File: config.mk
export PLATFORM = sky130hd
export DESIGN_NAME = line_column_feeder_flat
export DESIGN_NICKNAME = d
export VERILOG_FILES = /design/src/rtl/line_column_feeder_if.sv /design/src/rtl/line_column_feeder.sv /design/src/flat_wrapper.sv
export SDC_FILE = /design/constraint.sdc
export NUM_CORES = 1
export LEC_CHECK = 0
export ABC_AREA = 1
export BUFFER_PORTS_ARGS = -buffer_cell sky130_fd_sc_hd__clkbuf_2
export CAP_MARGIN = 20
export CORE_MARGIN = 2
export CORE_UTILIZATION = 50
export DETAILED_ROUTE_END_ITERATION = 10
export HOLD_SLACK_MARGIN = 0.02
export PLACE_DENSITY_LB_ADDON = 0.15
export SYNTH_ARGS = -nofsm -noshare
export SYNTH_HDL_FRONTEND = slang
export SYNTH_SLANG_ARGS = --single-unit
File: constraint.sdc
create_clock -name clk -period 9.3 [get_ports clk]
set_clock_uncertainty 0.1 [all_clocks]
set_input_delay 1.86 -clock clk [delete_from_list [all_inputs] [get_ports clk]]
set_output_delay 1.86 -clock clk [all_outputs]
set_load 0.005 [all_outputs]
File: src/rtl/line_column_feeder_if.sv
// Pixel-stream-in / column-out bundle for line_column_feeder.
// master drives pixels and observes columns; slave is the feeder itself.
interface line_column_feeder_if #(
    parameter int DSIZE = 10,
    parameter int XW    = 7,
    parameter int YW    = 7
);
    logic [DSIZE-1:0]   pix_in;
    logic               pix_valid;
    logic               sof;
    logic [3*DSIZE-1:0] col_out;
    logic               col_valid;
    logic [XW-1:0]      x_cnt;
    logic [YW-1:0]      y_cnt;
    logic               frame_done;

    modport master (
        output pix_in, pix_valid, sof,
        input  col_out, col_valid, x_cnt, y_cnt, frame_done
    );

    modport slave (
        input  pix_in, pix_valid, sof,
        output col_out, col_valid, x_cnt, y_cnt, frame_done
    );
endinterface

File: src/rtl/line_column_feeder.sv
// Line-buffer front end of the 3x3 window filter: keeps the two previous lines
// and emits one vertical 3-pixel column per pixel once two lines are buffered.
module line_column_feeder #(
    parameter int DSIZE   = 10,
    parameter int LWIDTH  = 10,
    parameter int FHEIGHT = 5,
    parameter int XW      = 7,
    parameter int YW      = 7
) (
    input  logic                 clk,
    input  logic                 rst,
    line_column_feeder_if.slave  io_px
);
    localparam int AW = (LWIDTH > 1) ? $clog2(LWIDTH) : 1;
    localparam logic [XW-1:0] X_LAST = XW'(LWIDTH - 1);
    localparam logic [YW-1:0] Y_LAST = YW'(FHEIGHT - 1);

    typedef enum logic [1:0] {
        FILL0 = 2'd0,
        FILL1 = 2'd1,
        RUN   = 2'd2
    } state_t;

    state_t               r_state;
    state_t               w_state_next;
    logic [XW-1:0]        r_x_cnt;
    logic [YW-1:0]        r_y_cnt;
    logic [XW-1:0]        w_x_next;
    logic [YW-1:0]        w_y_next;
    logic [3*DSIZE-1:0]   r_col_out;
    logic                 r_col_valid;
    logic                 r_frame_done;
    logic                 w_col_valid_next;
    logic                 w_frame_done_next;
    logic                 w_take;
    logic                 w_restart;
    logic                 w_line_wrap;
    logic                 w_frame_wrap;
    logic [AW-1:0]        w_idx;
    logic [DSIZE-1:0]     w_lb0_rd;
    logic [DSIZE-1:0]     w_lb1_rd;

    logic [DSIZE-1:0]     r_lb0 [LWIDTH];
    logic [DSIZE-1:0]     r_lb1 [LWIDTH];

    assign w_take       = io_px.pix_valid;
    assign w_restart    = io_px.pix_valid && io_px.sof;
    assign w_line_wrap  = w_take && !w_restart && (r_x_cnt == X_LAST);
    assign w_frame_wrap = w_line_wrap && (r_y_cnt == Y_LAST);

    // A start-of-frame pixel is always stored at column 0, whatever x_cnt says.
    assign w_idx    = w_restart ? '0 : r_x_cnt[AW-1:0];
    assign w_lb0_rd = r_lb0[w_idx];
    assign w_lb1_rd = r_lb1[w_idx];

    always_ff @(posedge clk) begin
        if (w_take) begin
            r_lb1[w_idx] <= r_lb0[w_idx];
            r_lb0[w_idx] <= io_px.pix_in;
        end
    end

    always_ff @(posedge clk or posedge rst) begin
        if (rst) begin
            r_state <= FILL0;
        end else begin
            r_state <= w_state_next;
        end
    end

    always_comb begin
        w_state_next      = r_state;
        w_x_next          = r_x_cnt;
        w_y_next          = r_y_cnt;
        w_col_valid_next  = 1'b0;
        w_frame_done_next = 1'b0;

        if (w_restart) begin
            w_state_next = FILL0;
            w_x_next     = XW'(1);
            w_y_next     = '0;
        end else if (w_take) begin
            w_col_valid_next  = (r_state == RUN);
            w_frame_done_next = w_frame_wrap;
            if (w_frame_wrap) begin
                w_state_next = FILL0;
                w_x_next     = '0;
                w_y_next     = '0;
            end else if (w_line_wrap) begin
                w_x_next = '0;
                w_y_next = r_y_cnt + YW'(1);
                unique case (r_state)
                    FILL0:   w_state_next = FILL1;
                    FILL1:   w_state_next = RUN;
                    default: w_state_next = RUN;
                endcase
            end else begin
                w_x_next = r_x_cnt + XW'(1);
            end
        end
    end

    // col_out tracks every accepted pixel; only col_valid is gated by fill state.
    always_ff @(posedge clk or posedge rst) begin
        if (rst) begin
            r_x_cnt      <= '0;
            r_y_cnt      <= '0;
            r_col_out    <= '0;
            r_col_valid  <= 1'b0;
            r_frame_done <= 1'b0;
        end else begin
            r_x_cnt      <= w_x_next;
            r_y_cnt      <= w_y_next;
            r_col_valid  <= w_col_valid_next;
            r_frame_done <= w_frame_done_next;
            if (w_take) begin
                r_col_out <= {w_lb1_rd, w_lb0_rd, io_px.pix_in};
            end
        end
    end

    assign io_px.col_out    = r_col_out;
    assign io_px.col_valid  = r_col_valid;
    assign io_px.x_cnt      = r_x_cnt;
    assign io_px.y_cnt      = r_y_cnt;
    assign io_px.frame_done = r_frame_done;
endmodule
File: src/flat_wrapper.sv
// flat-port wrapper written by rule: the top's interface ports become plain ports
module line_column_feeder_flat 
#(
    parameter int DSIZE   = 10,
    parameter int LWIDTH  = 10,
    parameter int FHEIGHT = 5,
    parameter int XW      = 7,
    parameter int YW      = 7
)
  (clk, rst, io_px_pix_in, io_px_pix_valid, io_px_sof, io_px_col_out, io_px_col_valid, io_px_x_cnt, io_px_y_cnt, io_px_frame_done);
  line_column_feeder_if #(.DSIZE(DSIZE), .XW(XW), .YW(YW)) io_px_i ();
  input  logic clk;
  input  logic rst;
  input wire logic [$bits(io_px_i.pix_in)-1:0] io_px_pix_in;
  input wire logic [$bits(io_px_i.pix_valid)-1:0] io_px_pix_valid;
  input wire logic [$bits(io_px_i.sof)-1:0] io_px_sof;
  output wire logic [$bits(io_px_i.col_out)-1:0] io_px_col_out;
  output wire logic [$bits(io_px_i.col_valid)-1:0] io_px_col_valid;
  output wire logic [$bits(io_px_i.x_cnt)-1:0] io_px_x_cnt;
  output wire logic [$bits(io_px_i.y_cnt)-1:0] io_px_y_cnt;
  output wire logic [$bits(io_px_i.frame_done)-1:0] io_px_frame_done;
  assign io_px_i.pix_in = io_px_pix_in;
  assign io_px_i.pix_valid = io_px_pix_valid;
  assign io_px_i.sof = io_px_sof;
  assign io_px_col_out = io_px_i.col_out;
  assign io_px_col_valid = io_px_i.col_valid;
  assign io_px_x_cnt = io_px_i.x_cnt;
  assign io_px_y_cnt = io_px_i.y_cnt;
  assign io_px_frame_done = io_px_i.frame_done;
  line_column_feeder #(.DSIZE(DSIZE), .LWIDTH(LWIDTH), .FHEIGHT(FHEIGHT), .XW(XW), .YW(YW)) u_core (.clk(clk), .rst(rst), .io_px(io_px_i));
endmodule
# Word-level counts from Yosys, hierarchy flattened

Memories as Yosys holds them, arrays and structs flattened. A register that Yosys moved wholly into a read port is not among the register bits.
Index checks and enable logic that the tools add are counted.

$add $sub $neg: 2
Equal/unequal tests: 3
Muxes and demuxes: 20
Reduce and logical (&&, ||, !) cells: 9

Operator list:

| kind                                                             | number |
|---|---|
| 7-bit two-way mux                                                | 8 |
| 7-bit by 1-bit adder with 7-bit output (second input constant)   | 2 |
| 2-bit two-way mux                                                | 5 |
| 7-bit by 3-bit == test with 1-bit output (second input constant) | 1 |
| 7-bit by 4-bit == test with 1-bit output (second input constant) | 1 |
| 1-bit two-way mux                                                | 6 |
| 1-bit logical AND                                                | 4 |
| 4-bit two-way mux                                                | 1 |
| 3-bit nonzero test                                               | 1 |
| 2-bit == test (second input constant)                            | 1 |
| 2-bit zero test                                                  | 1 |
| 2-bit AND reduction                                              | 1 |
| 2-bit nonzero test                                               | 1 |
| 1-bit zero test                                                  | 1 |

Register bits after elaboration: 48
RAM bits: 200
Input bits: 14
Memories kept: 2

Memory list:

| name         | depth | bits a word | read ports | clocked after Yosys merged registers in | wr ports | line                     | source |
|---|---|---|---|---|---|---|---|
| u_core.r_lb0 | 10    | 10          | 1          | 0                                       | 1        | line_column_feeder.sv:43 | `logic [DSIZE-1:0] r_lb0 [LWIDTH];` |
| u_core.r_lb1 | 10    | 10          | 1          | 1                                       | 1        | line_column_feeder.sv:44 | `logic [DSIZE-1:0] r_lb1 [LWIDTH];` |

# Longest topological paths before layout

Depth after elaboration: 8
Mapped depth: 12
Depth with buffers taken out: 11

# Worst setup path after synthesis

OpenSTA, ideal clock, no wires.

Path type: in2reg
Start point: in io_px_sof
End point: mem u_core.r_lb0[7][0], enable pin
Library setup time: 0.422 ns
Data arrival time: 4.034 ns
Data required time: 8.778 ns
Slack: 4.743 ns
Stages: 7
Buffers on the path: 2
Cell sequence: nand2_2 > buf_6 > nand2_4 > nor2_2 > buf_4 > inv_2 > nor3_1

Cells in the longest elaborated chain, start to end: 2

RTL lines:

| element           | line                     | source |
|---|---|---|
| start, declared   | flat_wrapper.sv:16       | `input wire logic [$bits(io_px_i.sof)-1:0] io_px_sof;` |
| 1-bit logical AND | line_column_feeder.sv:47 | `assign w_restart = io_px.pix_valid && io_px.sof;` |
| 4-bit two-way mux | line_column_feeder.sv:52 | `assign w_idx = w_restart ? '0 : r_x_cnt[AW-1:0];` |
| end, declared     | line_column_feeder.sv:43 |  |

No other way between the ends.

# Worst setup path in the final report

Start point: in io_px_pix_valid
End point: mem u_core.r_lb0[3][9], enable pin

Cells in the longest elaborated chain, start to end: 2

RTL lines:

| element                                                                      | line                                               | source |
|---|---|---|
| start, declared                                                              | flat_wrapper.sv:15                                 | `input wire logic [$bits(io_px_i.pix_valid)-1:0] io_px_pix_valid;` |
| 1-bit two-way mux or 1-bit logical AND (tied branches)                       | line_column_feeder.sv:57, line_column_feeder.sv:47 |  |
| 1-bit two-way mux (not written as such) or 4-bit two-way mux (tied branches) | line_column_feeder.sv:59, line_column_feeder.sv:52 |  |

Parallel ways exist; a longest one is shown, timed or not.

==> results.yml <==
critical_path:
  endpoint_kind: "register"
  ff2ff_setup_slack_ns: 5.89
  crit_arrival_ns: 4.54
  setup.worst_path.class: "in2reg"
  crit_path_start_kind: "primary input"
  crit_required_ns: 9.43
  reg2regPathDepth: 7
  crit_path_max_fanout: 38
  rr_startpoint: "u_core.io_px.x_cnt[0]"
  worst_path_largest_cell_delay_ns: 0.79
  cpMostUsedCell: "buf_4"
  path_cells: "clkbuf_2, buf_4, nand2_2, buf_4, nand2_2, nand2_1, nor3_2, buf_4"
  worstReg2RegEnd: "u_core.r_lb1[1][3]"
  crit_slowest_cell: "nor3_2"
timing:
  period_minus_slack_ns: 4.410
  hold_violations: 0
  finalSetupViolCount: 0
  worst_slack_ns: 4.890
  tightest_slew_ns: 1.016
  max_freq_ghz: 0.2267
  grt_setup_unrepaired: "no"
  min_period_over_period: 0.4742
  slew_headroom: 0.3219
  slew_viol_final: 0
  finalSetupTns_ns: 0
placed_design:
  dp_slack_ns: 4.343
  hpwl_mm: 13.94
  gp_congestion: 0.7919
  port_buffers: 59
logic_synthesis:
  synth_cells: 988
  yosysMostFrequentCell: "nand2_1"
  synth_seq_cells: 248
  synth_common_cells: "395 x nand2_1, 200 x edfxtp_1, 90 x nor2_1"
  async_flop_share: 0.1935
  yosysTopAreaCell: "edfxtp_1"
  synth_area_mm2: 0.01035
  yosysWarnings: 0
  synth_edf_count: 200
  synth_ff_type: "edfxtp_1"
  synth_seq_area_share: 0.6963
  syn_avg_cell_area_um2: 10.48
  syn-num-nets: 1006
  synth_area_leaders: "edfxtp_1 58%, nand2_1 14%, dfrtp_1 12%"
  synth_cell_types: 31
  synth_top_area_share: 0.5803
clock_network:
  cts_tree: "done"
  cts_hold_buf: 0
  path_clk_slew_ns: 0.06
  cts_buffers: 26
  post-cts-setup-buffers: 0
  htree_levels: 1
  numClockSinks: 248
  root_buffer: "clkbuf_16"
  cts_buffer_depth: 3
  clk_latency_ns: 0.52
  cts.repair.resized: 0
global_routing:
  grt_use_total: 0.2293
  grt_pass1_wl_mm: 37.82
  grt_max_degree: 49
  grt_remaining_overflow: 0
  antenna_found_initial: 0
  first_global_vias: 6502
route:
  wire_per_inst_um: 18.37
  drt_iter0_markers: 551
  ant_nets: 0
  drtPass1Iterations: 5
  viasPerCell: 5.135
  wl_mm: 24.61
  num_vias: 6881
  drc: 0
power_and_ir_drop:
  power-per-cell-area_mw_per_mm2: 281.5
  peakVddDrop_mv: 0.1508
  p_leak_uw: 0.005184
worst_hold_path:
  hold_start: "u_core.io_px.col_out[4]"
  hold_end: "u_core.io_px.col_out[4]"
  hold_path_class: "reg2reg"
  hold-path-cell-count: 2
floorplan:
  io_pins: 60
  die_h_um: 147.9
  rows: 52
  die_w_um: 147.9
  initial_utilization: 0.5099
  die_area_mm2: 0.02187
  core_area_mm2: 0.02030
layout:
  fillers: 1719
  syn2layout_area_growth_pct: 15.58
  utilization: 0.5893
  drive_gt1_frac: 0.1514
  final_nets: 1068
  antenna_cells: 0
job:
  cap_violations: 0
status:
  run_status: "completed"
layout by cell type (no fill, tap or decap), drive strengths merged:
master    instances
nand2           402
edfxtp          200
nor2             93
clkbuf           88
inv              66
dfrtp            48
nand3            39
o21ai            27
a21oi            22
nand4            16
buf              16
or2              12
bufinv            9
clkinv            9
nor3              7
xor2              5
ha                4
o22ai             2
o2111ai           1
o31ai             1
a31oi             1
nor4              1
clkinvlp          1
report_power, final:
part / internal (uW) / switching (uW) / leakage (uW)
Combinational: 187 / 501 / 0.00226
Clock: 786 / 428 / 0.000499
Sequential: 1410 / 56.3 / 0.00243
Total: 2380 / 985 / 0.00518
worst max-delay path by stage:
stage                    start                  to  depth (start not counted)
3_5_place_dp   io_px_pix_valid  u_core.r_lb0[3][0]                          8
5_1_grt        io_px_pix_valid  u_core.r_lb0[3][1]                          8
3_3_place_gp   io_px_pix_valid  u_core.r_lb0[3][8]                          8
2_1_floorplan        io_px_sof  u_core.r_lb0[7][0]                          7
4_1_cts        io_px_pix_valid  u_core.r_lb0[3][0]                          8
6_report       io_px_pix_valid  u_core.r_lb0[3][9]                          8
layer usage:
layer | GRT usage | wire [um]
met1 | 0.3374 | 11190
met2 | 0.3619 | 11370
met3 | 0.02870 | 1561
met4 | 0.06952 | 491
met5 | 0 | 0
worst max-delay path: cells and delay by family:
family        cells  cell delay (ns)
buf+inv           4             1.15
simple gates      4             1.48
kinds of logic (layout without fill, tap and decap cells):
| logic type | count (synthesis) | after routing | synth area share |
|---|---|---|---|
| simple gates | 570 | 570 | 0.2236 |
| buf+inv | 107 | 189 | 0.04388 |
| fa+ha+maj | 4 | 4 | 0.004836 |
| flops | 248 | 248 | 0.6963 |
| compound gates | 54 | 54 | 0.02708 |
| xor+xnor | 5 | 5 | 0.004231 |
flip-flops by register name, summed over array words and instances (netlist names):
name                     cells
u_core.io_px.col_valid       1
u_core.r_lb1               100
u_core.io_px.col_out        30
u_core.r_state               2
u_core.r_lb0               100
u_core.io_px.x_cnt           7
u_core.io_px.frame_done      1
u_core.io_px.y_cnt           7
final cells by class:
type / instances / area, um^2 / share of cell area
clock inverter: 19 / 327.8 / 0.02740
tap: 270 / 337.8 / 0.02824
multi-input combinational: 633 / 2734 / 0.2285
clock buffer: 29 / 693.2 / 0.05794
sequential: 248 / 7207 / 0.6024
inverter: 66 / 247.7 / 0.02071
timing repair buffer: 75 / 415.4 / 0.03472
metrics by stage:
| step | std cells | area [um^2] | hold WS [ns] | total power (uW) |
|---|---|---|---|---|
| after detailed placement | 1292 | 10940 | 0.3631 | 2176 |
| after global placement | 1292 | 10940 | 0.3585 | 2172 |
| after CTS | 1340 | 11960 | 0.3783 | 3390 |
| after floorplan | 988 | 10350 | 0.3426 | 1915 |
| final | 1340 | 11960 | 0.3708 | 3367 |
| after global routing | 1340 | 11960 | 0.4010 | 3527 |
No activity file was read; power rests on OpenSTA's default activity.
